$ cat src/rtl/gate_bist_pkg.sv
// gate_bist_pkg
// Shared definitions for the gate-model BIST driver: default data widths,
// the feedback tap positions of the pattern LFSR and the response MISR,
// and the sequencing FSM state type.
// No ports (package only).

package gate_bist_pkg;

  // Netlist interface widths: 18 inputs (N1..N18) and 10 outputs
  localparam int IN_W_DEFAULT  = 18;
  localparam int OUT_W_DEFAULT = 10;

  // Pattern LFSR, x^18 + x^11 + 1
  localparam int LFSR_TAP_HI = 17;
  localparam int LFSR_TAP_LO = 10;

  // Response MISR, x^10 + x^7 + 1
  localparam int MISR_TAP_HI = 9;
  localparam int MISR_TAP_LO = 6;

  typedef enum logic [1:0] {
    IDLE    = 2'd0,
    APPLY   = 2'd1,
    CAPTURE = 2'd2,
    DONE    = 2'd3
  } state_t;

endpackage

$ cat src/rtl/gate_misr.sv
// gate_misr
// Multiple-input signature register that compacts the netlist response
// into a running signature.
// Ports:
//   i_clk     rising-edge clock
//   i_rst     synchronous active-high reset, clears the signature
//   i_clear   clears the signature at the start of a run
//   i_enable  folds i_data into the signature
//   i_data    netlist response word
//   o_sig     current signature

module gate_misr
  import gate_bist_pkg::*;
#(
  parameter int OUT_W = OUT_W_DEFAULT
) (
  input  logic             i_clk,
  input  logic             i_rst,
  input  logic             i_clear,
  input  logic             i_enable,
  input  logic [OUT_W-1:0] i_data,
  output logic [OUT_W-1:0] o_sig
);

  logic [OUT_W-1:0] r_sig;
  logic             w_feedback;

  assign w_feedback = r_sig[MISR_TAP_HI] ^ r_sig[MISR_TAP_LO];

  // Clear wins over enable so a restart never folds a stale response in
  always_ff @(posedge i_clk) begin
    if (i_rst) begin
      r_sig <= '0;
    end else if (i_clear) begin
      r_sig <= '0;
    end else if (i_enable) begin
      r_sig <= {r_sig[OUT_W-2:0], w_feedback} ^ i_data;
    end
  end

  assign o_sig = r_sig;

endmodule

$ cat src/rtl/gate_bist_driver.sv
// gate_bist_driver
// Built-in self-test driver for an 18-input / 10-output combinational gate
// netlist. An LFSR drives pseudo-random patterns into the netlist, a MISR
// compacts the responses, and a small FSM sequences APPLY/CAPTURE pairs
// for PAT_COUNT patterns before reporting done/pass.
// Ports:
//   i_clk        rising-edge clock
//   i_rst        synchronous active-high reset
//   i_start      one-cycle run request, honoured in IDLE or DONE
//   i_abort      return to IDLE, pattern and signature held
//   i_golden     expected signature, compared while done
//   i_resp       netlist outputs for the current pattern
//   o_pat        registered pattern driven to netlist N1..N18 (N1 = bit 0)
//   o_pat_valid  pattern is being applied (APPLY and CAPTURE)
//   o_busy       run in progress (APPLY and CAPTURE)
//   o_done       run finished
//   o_pass       signature matches golden while done
//   o_sig        current MISR signature

module gate_bist_driver
  import gate_bist_pkg::*;
#(
  parameter int              IN_W      = IN_W_DEFAULT,
  parameter int              OUT_W     = OUT_W_DEFAULT,
  parameter int              PAT_COUNT = 256,
  parameter logic [IN_W-1:0] LFSR_SEED = IN_W'(1)
) (
  input  logic             i_clk,
  input  logic             i_rst,
  input  logic             i_start,
  input  logic             i_abort,
  input  logic [OUT_W-1:0] i_golden,
  input  logic [OUT_W-1:0] i_resp,
  output logic [IN_W-1:0]  o_pat,
  output logic             o_pat_valid,
  output logic             o_busy,
  output logic             o_done,
  output logic             o_pass,
  output logic [OUT_W-1:0] o_sig
);

  localparam int              CNT_W    = $clog2(PAT_COUNT + 1);
  localparam logic [CNT_W-1:0] LAST_IDX = CNT_W'(PAT_COUNT - 1);
  // An all-zero LFSR would lock up, so a zero seed is replaced by 1
  localparam logic [IN_W-1:0] SEED_EFF = (LFSR_SEED == '0) ? IN_W'(1) : LFSR_SEED;

  state_t           r_state;
  logic [IN_W-1:0]  r_pat;
  logic [CNT_W-1:0] r_count;
  logic             r_pat_valid;
  logic             r_busy;
  logic             r_done;

  logic [IN_W-1:0]  w_lfsr_next;
  logic             w_start_ok;
  logic             w_misr_clear;
  logic             w_misr_en;
  logic [OUT_W-1:0] w_sig;

  assign w_lfsr_next = {r_pat[IN_W-2:0], r_pat[LFSR_TAP_HI] ^ r_pat[LFSR_TAP_LO]};
  assign w_start_ok  = i_start && ((r_state == IDLE) || (r_state == DONE));

  // Abort freezes the signature, so it suppresses both clear and capture
  assign w_misr_clear = !i_abort && w_start_ok;
  assign w_misr_en    = !i_abort && (r_state == CAPTURE);

  gate_misr #(
    .OUT_W (OUT_W)
  ) u_misr (
    .i_clk    (i_clk),
    .i_rst    (i_rst),
    .i_clear  (w_misr_clear),
    .i_enable (w_misr_en),
    .i_data   (i_resp),
    .o_sig    (w_sig)
  );

  // Sequencer: each pattern gets an APPLY settle cycle followed by a
  // CAPTURE cycle whose closing edge folds the response and steps the LFSR.
  // Abort beats start; status outputs are registered alongside the state.
  always_ff @(posedge i_clk) begin
    if (i_rst) begin
      r_state     <= IDLE;
      r_pat       <= '0;
      r_count     <= '0;
      r_pat_valid <= 1'b0;
      r_busy      <= 1'b0;
      r_done      <= 1'b0;
    end else if (i_abort) begin
      r_state     <= IDLE;
      r_pat_valid <= 1'b0;
      r_busy      <= 1'b0;
      r_done      <= 1'b0;
    end else begin
      case (r_state)
        IDLE, DONE: begin
          if (i_start) begin
            r_state     <= APPLY;
            r_pat       <= SEED_EFF;
            r_count     <= '0;
            r_pat_valid <= 1'b1;
            r_busy      <= 1'b1;
            r_done      <= 1'b0;
          end
        end
        APPLY: begin
          r_state <= CAPTURE;
        end
        CAPTURE: begin
          r_pat <= w_lfsr_next;
          if (r_count == LAST_IDX) begin
            r_state     <= DONE;
            r_pat_valid <= 1'b0;
            r_busy      <= 1'b0;
            r_done      <= 1'b1;
          end else begin
            r_count <= r_count + CNT_W'(1);
            r_state <= APPLY;
          end
        end
        default: begin
          r_state <= IDLE;
        end
      endcase
    end
  end

  assign o_pat       = r_pat;
  assign o_pat_valid = r_pat_valid;
  assign o_busy      = r_busy;
  assign o_done      = r_done;
  assign o_sig       = w_sig;
  // Combinational so a new golden value is reflected without waiting a cycle
  assign o_pass      = r_done && (w_sig == i_golden);

endmodule
$ cat config.mk
export PLATFORM = sky130hd
export DESIGN_NAME = gate_bist_driver
export DESIGN_NICKNAME = d
export VERILOG_FILES = /design/src/rtl/gate_bist_pkg.sv /design/src/rtl/gate_misr.sv /design/src/rtl/gate_bist_driver.sv
export SDC_FILE = /design/constraint.sdc
export NUM_CORES = 1
export LEC_CHECK = 0
export BUFFER_PORTS_ARGS = -buffer_cell sky130_fd_sc_hd__buf_2
export CELL_PAD_IN_SITES_DETAIL_PLACEMENT = 2
export CELL_PAD_IN_SITES_GLOBAL_PLACEMENT = 2
export CORE_MARGIN = 5
export CORE_UTILIZATION = 29
export DETAILED_ROUTE_END_ITERATION = 7
export GPL_TIMING_DRIVEN = 0
export PLACE_DENSITY = 0.79
export SYNTH_ARGS = -nofsm -noshare
export SYNTH_HDL_FRONTEND = slang
export SYNTH_HIERARCHICAL = 1
export SYNTH_SLANG_ARGS = --single-unit
$ cat constraint.sdc
create_clock -name i_clk -period 2.3 [get_ports i_clk]
set_input_delay 0.115 -clock i_clk [delete_from_list [all_inputs] [get_ports i_clk]]
set_output_delay 0.115 -clock i_clk [all_outputs]
set_load 0.01 [all_outputs]
; ---- Yosys cells after proc, flatten, opt, wreduce, memory -nomap -nowiden
; Cells that the tools add are included.
[word_totals]
inputBits = 24
wordCells = 47
register_bits = 41
out_inout_bits = 32
[op_classes]
n_eq_ne = 8
addsub = 1
n_bitwise = 4
n_mux = 14
reduce_logical = 14
[op_table]
columns = cell, count
row1 = 18-bit case mux with 2 select lines, 1
row2 = 18-bit two-way mux, 1
row3 = 9-bit two-way mux, 2
row4 = 9-bit case mux with 2 select lines, 1
row5 = 10-bit equality test, 1
row6 = 10-bit XOR, 1
row7 = 9-bit by 1-bit adder with 9-bit output (second input constant), 1
row8 = 9-bit by 8-bit equality test with 1-bit output (second input constant), 1
row9 = 2-bit case mux with 3 select lines, 1
row10 = 3-bit AND reduction, 2
row11 = 2-bit OR reduction, 3
row12 = 2-bit equality test (second input constant), 2
row13 = 1-bit logical AND, 4
row14 = 1-bit two-way mux, 4
row15 = 2-bit two-way mux, 2
row16 = 2-bit != test (second input constant), 2
row17 = 1-bit case mux with 2 select lines, 2
row18 = 4-bit AND reduction, 1
row19 = 2-bit by 1-bit equality test with 1-bit output (second input constant), 1
row20 = 2-bit zero test, 1
row21 = 2-bit by 1-bit != test with 1-bit output (second input constant), 1
row22 = 2-bit nonzero test, 1
row23 = 1-bit XOR, 2
row24 = 1-bit zero test, 1
row25 = 2 further kinds, 2

; ---- Logic depth before layout (Yosys ltp)
[depth]
ltp_word = 5
depth_mapped = 8
mapped_depth_nobuf = 8

; ---- Cells and area by module
; The synthesis kept the hierarchy.
[modules_own_cells]
columns = mod, area_per_inst_um2, cells_per_inst, seq_area_each_um2, n_inst
row1 = gate_bist_driver, 1450.1, 174, 620.6, 1
row2 = gate_misr, 444.2, 44, 200.2, 1

; ---- Least setup slack after synthesis
; OpenSTA, ideal clock, no wires.
[synth_path]
path_kind = reg-to-reg
from = register r_count[0]
to = register r_count[4]
t_required_ps = 2230
setup_ps = 70
stages_incl_launch_ff = 9
t_arrival_ps = 1648
period_less_slack_ps = 1718
path_buffers = 0
setup_slack_ps = 582
cell_sequence = dfxtp_1 ha_1 nand3_1 nor2_1 ha_1 nand2_1 nand3_4 or4_1 a21oi_1
[synth_between]
elab_chain_cells = 3
word_cells_on_any_way = 6
cone_classes = add/sub: 1 / eq/ne: 2 / mux: 2 / reduce/logical: 1
[synth_rtl]
columns = item, line_no
row1 = start: declaration, gate_bist_driver.sv:49  ; logic [CNT_W-1:0] r_count;
row2 = start signal: assignment, gate_bist_driver.sv:117  ; r_count <= r_count + CNT_W'(1);
row3 = 9-bit by 1-bit adder with 9-bit output / 9-bit by 8-bit equality test with 1-bit output (equally long branches), "gate_bist_driver.sv:117, gate_bist_driver.sv:111"
row4 = 9-bit two-way mux / 2-bit != test (equally long branches), n/a
row5 = 9-bit case mux with 2 select lines / 4-bit AND reduction (equally long branches), n/a
; Parallel ways exist; a longest one is shown, timed or not. The select of a mux whose other input is x is not followed.
; A chain may end at the register's enable or synchronous reset.

; ---- Worst setup path after layout
[layout_path]
from = register r_count[0]
to = register r_count[6]
; Same word-level chain as after synthesis.

==> results.md <==
* Outcome: completed
* Worst-Margin Slew at 431 ps
* Synth top area share at 43.3%
* DR vias/cell at 4.88
* Layout cells sized above 1 at 28.1%
* # clock sinks at 41
* TritonCTS Buffers at 5
* Setup TNS at 0 ps
* Final Net Count at 309
* DRC viols at 0
* Clock buffer depth at 2
* CP required at 2530 ps
* Pwr dens at 602 nW/um2
* DP Area at 2270 um2
* Final core occ at 37.3%
* Pins Over Slew Limit at 0
* GPL Wtd Cong at 0.702
* Crit path to: r_count[6]
* Placed insts at 350
* Min-delay src: i_abort
* Avg Synthesized Cell Area at 8.69 um2
* Port bufs at 55
* Peak supply drop at 195 uV
* Register bit total from synthesis at 41
* CP most frequent cell: ha_1
* Die extent in y at 90.8 um
* Capturing point of the worst reg2reg path: r_count[6]
* Setup violations, final at 0
* Peak Freq at 501 MHz
* GR Overflow Total at 0
* Max cap viols at 0
* Final Hold Fails at 0
* Post-DR wirelength/cell at 15.0 um
* Clock Tree Root: clkbuf_8
* Crit start category: flip-flop
* CTS HTree Levels at 2
* Clock Latency Late Sink at 300 ps
* Routed Antenna Nets at 0
* Ys Warns at 6
* Crit-path cells: ha_1 -> nand3_1 -> nor2_1 -> ha_1 -> nand2_1 -> nand3_4 -> or4_1 -> a21oi_1
* Antenna cells at 0
* CP endpoint kind: flip-flop
* Synthesized area at 1890 um2
* Cts hold-fix bufs at 0
* Reg-to-Reg Start: r_count[0]
* Final min period at 2000 ps
* Core area at 6350 um2
* Maximum number of pins on one net before global-route repair at 14
* Final worst slack at 302 ps
* P_leak at 0.920 nW
* Setup bufs post-CTS at 0
* Seq/Total Area, Yosys at 43.3%
* Starting density of the core at 29.8%
* TritonCTS clock tree: built
* Die W at 90.8 um
* Final period util at 86.8%
* WP data arrival at 2230 ps
* Worst Reg2Reg Path Length in Cells at 8
* Library cells used by synthesis at 37
* Syn nets at 247
* Std cell rows at 29
* Worst path max stage delay at 420 ps
* Num ports at 56
* Die ar. at 8250 um2
* Routed WL at 5.36 mm
* Hold WS at 106 ps
* Unrepaired setup endpoints after global routing: false
* Area Growth Syn to Fin at 25.2%
* Starting DRC count in detailed routing at 41
* Initial antenna violation count at 0
* Synth top area cells: dfxtp_1 43%, xnor2_1 9.7%, nand2_1 8.3%, a21oi_1 7.4%, a211oi_1 4.0%
* R2R Setup Slk at 300 ps
* Place WS at 347 ps
* Gr usage total at 13.9%
* Worst setup path start: r_count[0]
* DP HPWL at 4.05 mm
* Clock-pin slew on the worst setup and hold paths at 90 ps
* Post-Layout Cell Count at 358
* Crit path kind: reg -> reg
* Cell accounting for the most synthesized area: dfxtp_1
* Vias in the first global route at 1986
* Post-CTS Resized at 0
* Crit Path Max Fanout at 9
* Final Skew at 10.8 ps
* Max-slew headroom at 71.3%
* First-pass GRT wire length at 9.45 mm
* Syn Inst Count at 218
* Worst Hold Class: in -> reg
* Pwr Total at 1.43 mW
* Final Instance Area at 2370 um2
* Slowest-stage cell, CP: or4_1
* DRT Pass-1 Iters at 4
* DR vias at 1746
==> worst min-delay path by stage <==
| stage | endpoint | cells after the start |
|---|---|---|
| after floorplan | r_state[1] | 1 |
| after global placement | u_misr/o_sig[7] | 3 |
| after detailed placement | r_state[1] | 2 |
| after CTS | u_misr/o_sig[4] | 3 |
| after global routing | u_misr/o_sig[5] | 3 |
| final | o_busy | 2 |
==> where the power goes <==
group | leakage (nW) | switching (mW) | internal [mW]
Combinational | 0.534 | 0.0931 | 0.0679
Clock | 0.0549 | 0.263 | 0.277
Sequential | 0.331 | 0.00960 | 0.718
Total | 0.920 | 0.366 | 1.06
==> registers in the layout, summed over array words and instances (netlist names) <==
register,count
o_pat,18
u_misr/o_sig,10
r_count,9
r_state,2
o_busy,1
o_done,1
==> layer usage <==
layer  GRT usage, %  share of wire, %  wire [um]  up-vias
li1               -                 -          -      865
met1           15.9                41       2210      834
met2           24.5                51       2750       39
met3           4.67               6.3        338        8
met4           3.67               1.2         63        0
met5              0                 0          0        -
==> worst max-delay path, delay by kind of cell (launching register included) <==
kind	cells	cell delay, ps
AND/OR/NAND/NOR	5	950
adder cells (fa/ha/maj)	2	490
flip-flops	1	340
AO/OA/AOI/OAI	1	150
==> cell families (layout without fill, tap and decap cells) <==
group / Yosys count / count (layout) / synth area share [%]
AND/OR/NAND/NOR: 86 / 86 / 22.0
flip-flops: 41 / 41 / 43.3
XOR/XNOR: 23 / 23 / 11.4
adder cells (fa/ha/maj): 5 / 5 / 3.30
buffers and inverters: 16 / 79 / 4.95
AO/OA/AOI/OAI: 46 / 46 / 14.5
multiplexers: 1 / 1 / 0.528
==> synth_stat cells <==
cell and number:
a2111oi_0 1, a211oi_1 10, a21oi_1 28, a311oi_1 1
and2_1 1, and3_1 1, buf_1 1, buf_2 6
buf_4 3, buf_6 2, dfxtp_1 41, ha_1 5
inv_1 4, mux2i_1 1, nand2_1 42, nand2_2 1
nand2b_1 1, nand3_1 3, nand3_4 1, nand4_1 5
nand4_2 1, nor2_1 17, nor2_4 1, nor2b_1 1
nor3_1 2, nor4_1 1, nor4b_1 1, o21ai_0 3
o21bai_2 1, o31ai_1 2, or2_0 1, or3_1 2
or3b_1 2, or4_1 2, xnor2_1 21, xor2_1 1
xor3_1 1
==> final cells by class <==
type                            instances  area [um2]
Fill cell                             721        3980
Sequential cell                        41         821
Multi-Input combinational cell        161         980
Timing Repair Buffer                   55         275
Clock buffer                            7        96.3
Inverter                                4        15.0
Tap cell                               77        96.3
Buffer                                 12        78.8
Clock inverter                          1        8.76
==> cell usage in the layout, fill, tap and decap left out, drive strengths merged, types with 2 or more instances in the layout <==
cell type | synthesis | routed
xnor2 | 21 | 21
nand3 | 4 | 4
or3 | 2 | 2
ha | 5 | 5
o31ai | 2 | 2
buf | 12 | 67
dfxtp | 41 | 41
clkbuf | 0 | 7
nor2 | 18 | 18
or4 | 2 | 2
inv | 4 | 5
o21ai | 3 | 3
a21oi | 28 | 28
nand2 | 43 | 43
nor3 | 2 | 2
nand4 | 6 | 6
a211oi | 10 | 10
or3b | 2 | 2
No activity file was read; power rests on OpenSTA's default activity.
